<file path="src/rtl/phase_diff_wrap_if.sv">
// rtl/phase_diff_wrap_if.sv - phase sample in / wrapped phase difference out bundle
interface phase_diff_wrap_if #(
  parameter int PW = 14
);
  logic                 in_valid;
  logic signed [PW-1:0] in_phase;
  logic signed [18:0]   out_phasediff;
  logic                 data_rdy;

  modport master (output in_valid, in_phase, input out_phasediff, data_rdy);
  modport slave  (input in_valid, in_phase, output out_phasediff, data_rdy);
endinterface

</file>
<file path="src/rtl/phase_diff_wrap.sv">
// rtl/phase_diff_wrap.sv - lagged carrier phase difference wrapped to (-pi, pi], 9Q10 out
module phase_diff_wrap #(
  parameter int PW     = 14,
  parameter int LAG    = 1,
  parameter int PI_Q10 = 3217
) (
  input  logic             clk,
  input  logic             reset,
  input  logic             enable,
  phase_diff_wrap_if.slave bus,
  output logic             primed,
  output logic             range_err
);

  localparam int DW = PW + 1;
  localparam logic signed [PW-1:0] PI_P   = PW'(PI_Q10);
  localparam logic signed [DW-1:0] PI_D   = DW'(PI_Q10);
  localparam logic signed [DW-1:0] TWO_PI = DW'(2 * PI_Q10);
  localparam logic [3:0]           LAST   = 4'(LAG - 1);

  typedef enum logic [1:0] {S_IDLE, S_FILL, S_RUN} state_t;

  state_t               state, state_nxt;
  logic [3:0]           cnt;
  logic signed [PW-1:0] dl [LAG];
  logic signed [PW-1:0] p;
  logic                 over, under;
  logic                 shift, emit;
  logic signed [DW-1:0] d_raw, d_wrap;

  always_comb begin
    over  = bus.in_phase > PI_P;
    under = bus.in_phase < -PI_P;
    if (over)       p = PI_P;
    else if (under) p = -PI_P;
    else            p = bus.in_phase;
  end

  // |d_raw| <= 2*pi, so a single +/-2*pi correction always lands in (-pi, pi]
  always_comb begin
    d_raw = {p[PW-1], p} - {dl[LAG-1][PW-1], dl[LAG-1]};
    if (d_raw > PI_D)        d_wrap = d_raw - TWO_PI;
    else if (d_raw <= -PI_D) d_wrap = d_raw + TWO_PI;
    else                     d_wrap = d_raw;
  end

  always_ff @(posedge clk or negedge reset) begin
    if (!reset) state <= S_IDLE;
    else        state <= state_nxt;
  end

  always_comb begin
    state_nxt = state;
    shift     = 1'b0;
    emit      = 1'b0;
    if (!enable) begin
      state_nxt = S_IDLE;
    end else begin
      case (state)
        S_IDLE: state_nxt = S_FILL;
        S_FILL: begin
          if (bus.in_valid) begin
            shift = 1'b1;
            if (cnt == LAST) state_nxt = S_RUN;
          end
        end
        S_RUN: begin
          if (bus.in_valid) begin
            shift = 1'b1;
            emit  = 1'b1;
          end
        end
        default: state_nxt = S_IDLE;
      endcase
    end
  end

  always_ff @(posedge clk or negedge reset) begin
    if (!reset) begin
      for (int i = 0; i < LAG; i++) dl[i] <= '0;
      cnt               <= '0;
      bus.out_phasediff <= '0;
      bus.data_rdy      <= 1'b0;
      range_err         <= 1'b0;
    end else begin
      bus.data_rdy <= emit;
      if (emit) bus.out_phasediff <= {{(19 - DW){d_wrap[DW-1]}}, d_wrap};
      if (shift) begin
        for (int i = LAG - 1; i > 0; i--) dl[i] <= dl[i-1];
        dl[0] <= p;
      end
      // history is only counted while filling; leaving FILL or idling empties it
      if (!enable || state != S_FILL) cnt <= '0;
      else if (shift)                 cnt <= cnt + 4'd1;
      if (bus.in_valid && (over || under)) range_err <= 1'b1;
    end
  end

  assign primed = (state == S_RUN);

endmodule
</file>
<file path="src/flat_wrapper.sv">
// flat-port wrapper written by rule: the top's interface ports become plain ports
module phase_diff_wrap_flat 
#(
  parameter int PW     = 14,
  parameter int LAG    = 1,
  parameter int PI_Q10 = 3217
)
  (clk, reset, enable, primed, range_err, bus_in_valid, bus_in_phase, bus_out_phasediff, bus_data_rdy);
  phase_diff_wrap_if #(.PW(PW)) bus_i ();
  input  logic clk;
  input  logic reset;
  input  logic enable;
  output logic primed;
  output logic range_err;
  input wire logic [$bits(bus_i.in_valid)-1:0] bus_in_valid;
  input wire logic [$bits(bus_i.in_phase)-1:0] bus_in_phase;
  output wire logic [$bits(bus_i.out_phasediff)-1:0] bus_out_phasediff;
  output wire logic [$bits(bus_i.data_rdy)-1:0] bus_data_rdy;
  assign bus_i.in_valid = bus_in_valid;
  assign bus_i.in_phase = bus_in_phase;
  assign bus_out_phasediff = bus_i.out_phasediff;
  assign bus_data_rdy = bus_i.data_rdy;
  phase_diff_wrap #(.PW(PW), .LAG(LAG), .PI_Q10(PI_Q10)) u_core (.clk(clk), .reset(reset), .enable(enable), .bus(bus_i), .primed(primed), .range_err(range_err));
endmodule
</file>
<file path="config.mk">
export PLATFORM = sky130hd
export DESIGN_NAME = phase_diff_wrap_flat
export DESIGN_NICKNAME = d
export VERILOG_FILES = /design/src/rtl/phase_diff_wrap_if.sv /design/src/rtl/phase_diff_wrap.sv /design/src/flat_wrapper.sv
export SDC_FILE = /design/constraint.sdc
export NUM_CORES = 1
export LEC_CHECK = 0
export CAP_MARGIN = 20
export CORE_UTILIZATION = 40
export CTS_BUF_LIST = sky130_fd_sc_hd__clkbuf_4 sky130_fd_sc_hd__clkbuf_8
export CTS_CLUSTER_DIAMETER = 50
export CTS_CLUSTER_SIZE = 24
export DETAILED_ROUTE_END_ITERATION = 8
export DONT_BUFFER_PORTS = 1
export HOLD_SLACK_MARGIN = 0.1
export SYNTH_ARGS = -nofsm -noshare
export SYNTH_HDL_FRONTEND = slang
export SYNTH_SLANG_ARGS = --single-unit
</file>
<file path="constraint.sdc">
create_clock -name clk -period 5.5 [get_ports clk]
set_input_delay 0.825 -clock clk [delete_from_list [all_inputs] [get_ports clk]]
set_output_delay 0.825 -clock clk [all_outputs]
set_load 0.1 [all_outputs]
</file>
==> flow_summary_export.csv <==
group,metric,value,unit
clock_tree,clk_latency,0.29,ns
logic_synthesis,ys_seq_area_share,27.2,%
sta,hold_violations,0,
floorplan,coreArea,8220,um^2
sta,slew_viol_final,0,
floorplan,start_util,41.4,%
finish,diodes,0,
logic_synthesis,synth_edf_count,0,
placement,dp_hpwl,5980,um
floorplan,pin_count,40,
clock_tree,cts_made_buffers,5,
routing,avgViaCountPerCell,5.76,
logic_synthesis,ys_async_sr_fraction,100,%
sta,slew_headroom,28.9,%
placement,pre_cts_ws,0.216,ns
logic_synthesis,synth_top_cell_by_area,"dfrtp_1",
critical_path,path_depth,20,
critical_path,crit_top_cell,"ha_1",
grt,grt_pass1_vias,2759,
clock_tree,clockBufferDepth,2,
critical_path,cp.arrival,5.15,ns
clock_tree,cts_tree,"done",
critical_path,cp_top_family,"compound AO/OA/AOI/OAI gates",
routing,wl_per_cell,15.5,um
logic_synthesis,ys_ff_latch,37,
floorplan,die_h,94.2,um
routing,drtIter0Drc,76,
critical_path,path_max_fanout,6,
critical_path,reg2reg_depth,13,
clock_tree,postCtsHoldBufs,0,
run_status,status,"complete, no violations",
logic_synthesis,syn_inst,391,
finish,final_core_util,44.6,%
grt,antenna_found_initial,0,
logic_synthesis,synth.distinct_cells,77,
routing,post-route-drc-count,0,
logic_synthesis,yosysTopAreaCellShare,27.2,%
critical_path,cp-startpoint,"bus_in_phase[1]",
logic_synthesis,syn_area,3400,um^2
sta,finalCriticalPeriod,4.98,ns
grt,grt-ovfl-total,0,
floorplan,die_x,94.2,um
routing,wl,7750,um
logic_synthesis,syn_avg_cell_area,8.69,um^2
sta,fmax,201,MHz
sta,rsz0062_at_grt,"no",
critical_path,path_cells,"a41o_1, nand3_1, a21oi_1, o311ai_0, ha_1, nand2b_1, nor2_1, ha_1, inv_1, fa_1, xnor2_2, ha_1, o21ai_0, a22oi_1, o221ai_1, a211oi_2, o41ai_4, or4_4, a32oi_1, o211ai_1",
logic_synthesis,yosys-top-cells-area,"dfrtp_1 27%, ha_1 8.8%, nand2_1 4.0%, a21oi_1 3.5%, inv_1 3.2%",
sta,fin_crit_sh,90.6,%
clock_tree,path_clk_slew,0.07,ns
sta,finalSetupTns,0,ns
placement,io_buffers,0,
logic_synthesis,syn_nets,434,
clock_tree,clkSinkCount,37,
sta,tightest_slew,1.08,ns
critical_path,slowest_delay,0.45,ns
finish,area_delta_synth_final,7.77,%
critical_path,cp.buffers_inverters,1,
clock_tree,htreeDepth,2,
placement,gp_congestion,0.917,
logic_synthesis,synth-main-ff-cell,"dfrtp_1",
worst_hold_path,min_path_type,"input port to asynchronous set/reset pin",
critical_path,slowest_stage,"or4_4",
floorplan,rows,33,
routing,vias,2880,
floorplan,dieArea,8870,um^2
clock_tree,postCtsSetupRepairBufs,0,
critical_path,path_class,"input port to flop",
sta,finalSetupViolCount,0,
grt,grt_max_degree,38,
routing,first_pass_iters,4,
clock_tree,root_buffer,"clkbuf_8",
grt,track_usage,18.6,%
critical_path,rr_startpoint,"u_core.dl[0]",
sta,fin_skew,0.00276,ns
clock_tree,cts_resized,0,
critical_path,end_kind,"flop",
job,max_cap_violations,0,
finish,fin_nets,438,
critical_path,cp.required,5.67,ns
critical_path,start_kind,"input port",
sta,fin_ws,0.518,ns
grt,grt_pass1_wl,13100,um
sta,holdWs,0.221,ns
logic_synthesis,ys.warnings.count,0,
finish,drive_above_1_share,15.2,%
routing,ant_nets,0,
-- sequential cells by signal, summed over array words and instances (netlist names) --
| register | count |
|---|---|
| u_core.bus.out_phasediff | 15 |
| u_core.dl | 14 |
| u_core.cnt | 4 |
| u_core.bus.data_rdy | 1 |
| u_core.range_err | 1 |
| u_core.state | 2 |
-- routing by layer --
layer	GRT usage (%)	share of wire [%]	up-vias
li1	-	-	1454
met1	25.1	51	1358
met2	29.8	44	61
met3	3.80	3.7	7
met4	4.87	0.94	0
met5	0	0	-
-- kinds of logic (layout without fill, tap and decap cells) --
group                    count (synthesis)  count (layout)  share of synthesized area, %
AND/OR/NAND/NOR                        119             119                          17.4
multiplexers                            12              12                          3.87
flip-flops                              37              37                          27.2
XOR/XNOR                                13              13                          4.57
adder cells (fa/ha/maj)                 25              25                          9.43
buffers and inverters                   46              50                          5.78
AO/OA/AOI/OAI                          139             139                          31.7
-- cell usage in the layout (no fill, tap or decap), types with 8 or more instances in the layout --
cell,netlist,routed
o21a_1,12,12
nand2_1,36,36
o21ai_0,19,19
a211oi_1,8,8
nand3_1,17,17
mux2_2,9,9
a21o_1,8,8
nor2_1,21,21
a21oi_1,24,24
ha_1,24,24
dfrtp_1,37,36
buf_4,5,13
inv_1,29,29
-- cell type report --
type,count,area [um^2]
timing repair buffer,13,97.6
fill,811,4550
multi-input combinational,308,2290
sequential,37,930
clock inverter,2,35.0
tap,105,131
clock buffer,5,68.8
inverter,30,113
-- final timing paths --
check | to | slack (ns)
max | u_core.bus.out_phasediff[5] | 0.52
min | u_core.bus.data_rdy | 0.22
max reg2reg | u_core.bus.out_phasediff[5] | 2.03
min reg2reg | u_core.dl[0] | 0.50
max in group asynchronous | u_core.dl[11] | 5.19
min in group clk | u_core.dl[0] | 0.50
-- Yosys cell counts, types with 6 or more instances --
cell type,count
a211oi_1,8
a21o_1,8
a21oi_1,24
a31oi_1,7
clkbuf_1,9
dfrtp_1,37
ha_1,24
inv_1,29
mux2_2,9
nand2_1,36
nand2b_1,6
nand3_1,17
nor2_1,21
nor2b_1,6
nor3_1,6
o21a_1,12
o21ai_0,19
o31ai_1,6
-- through the flow --
step	instances	area [um^2]
6_report	500	3660
5_1_grt	500	3660
4_1_cts	500	3650
3_5_place_dp	493	3550
3_3_place_gp	493	3550
2_1_floorplan	391	3400
Power is left out: the tool's default activity adds up to more than one toggle a clock period on the data nets, which glitch-free logic cannot reach.
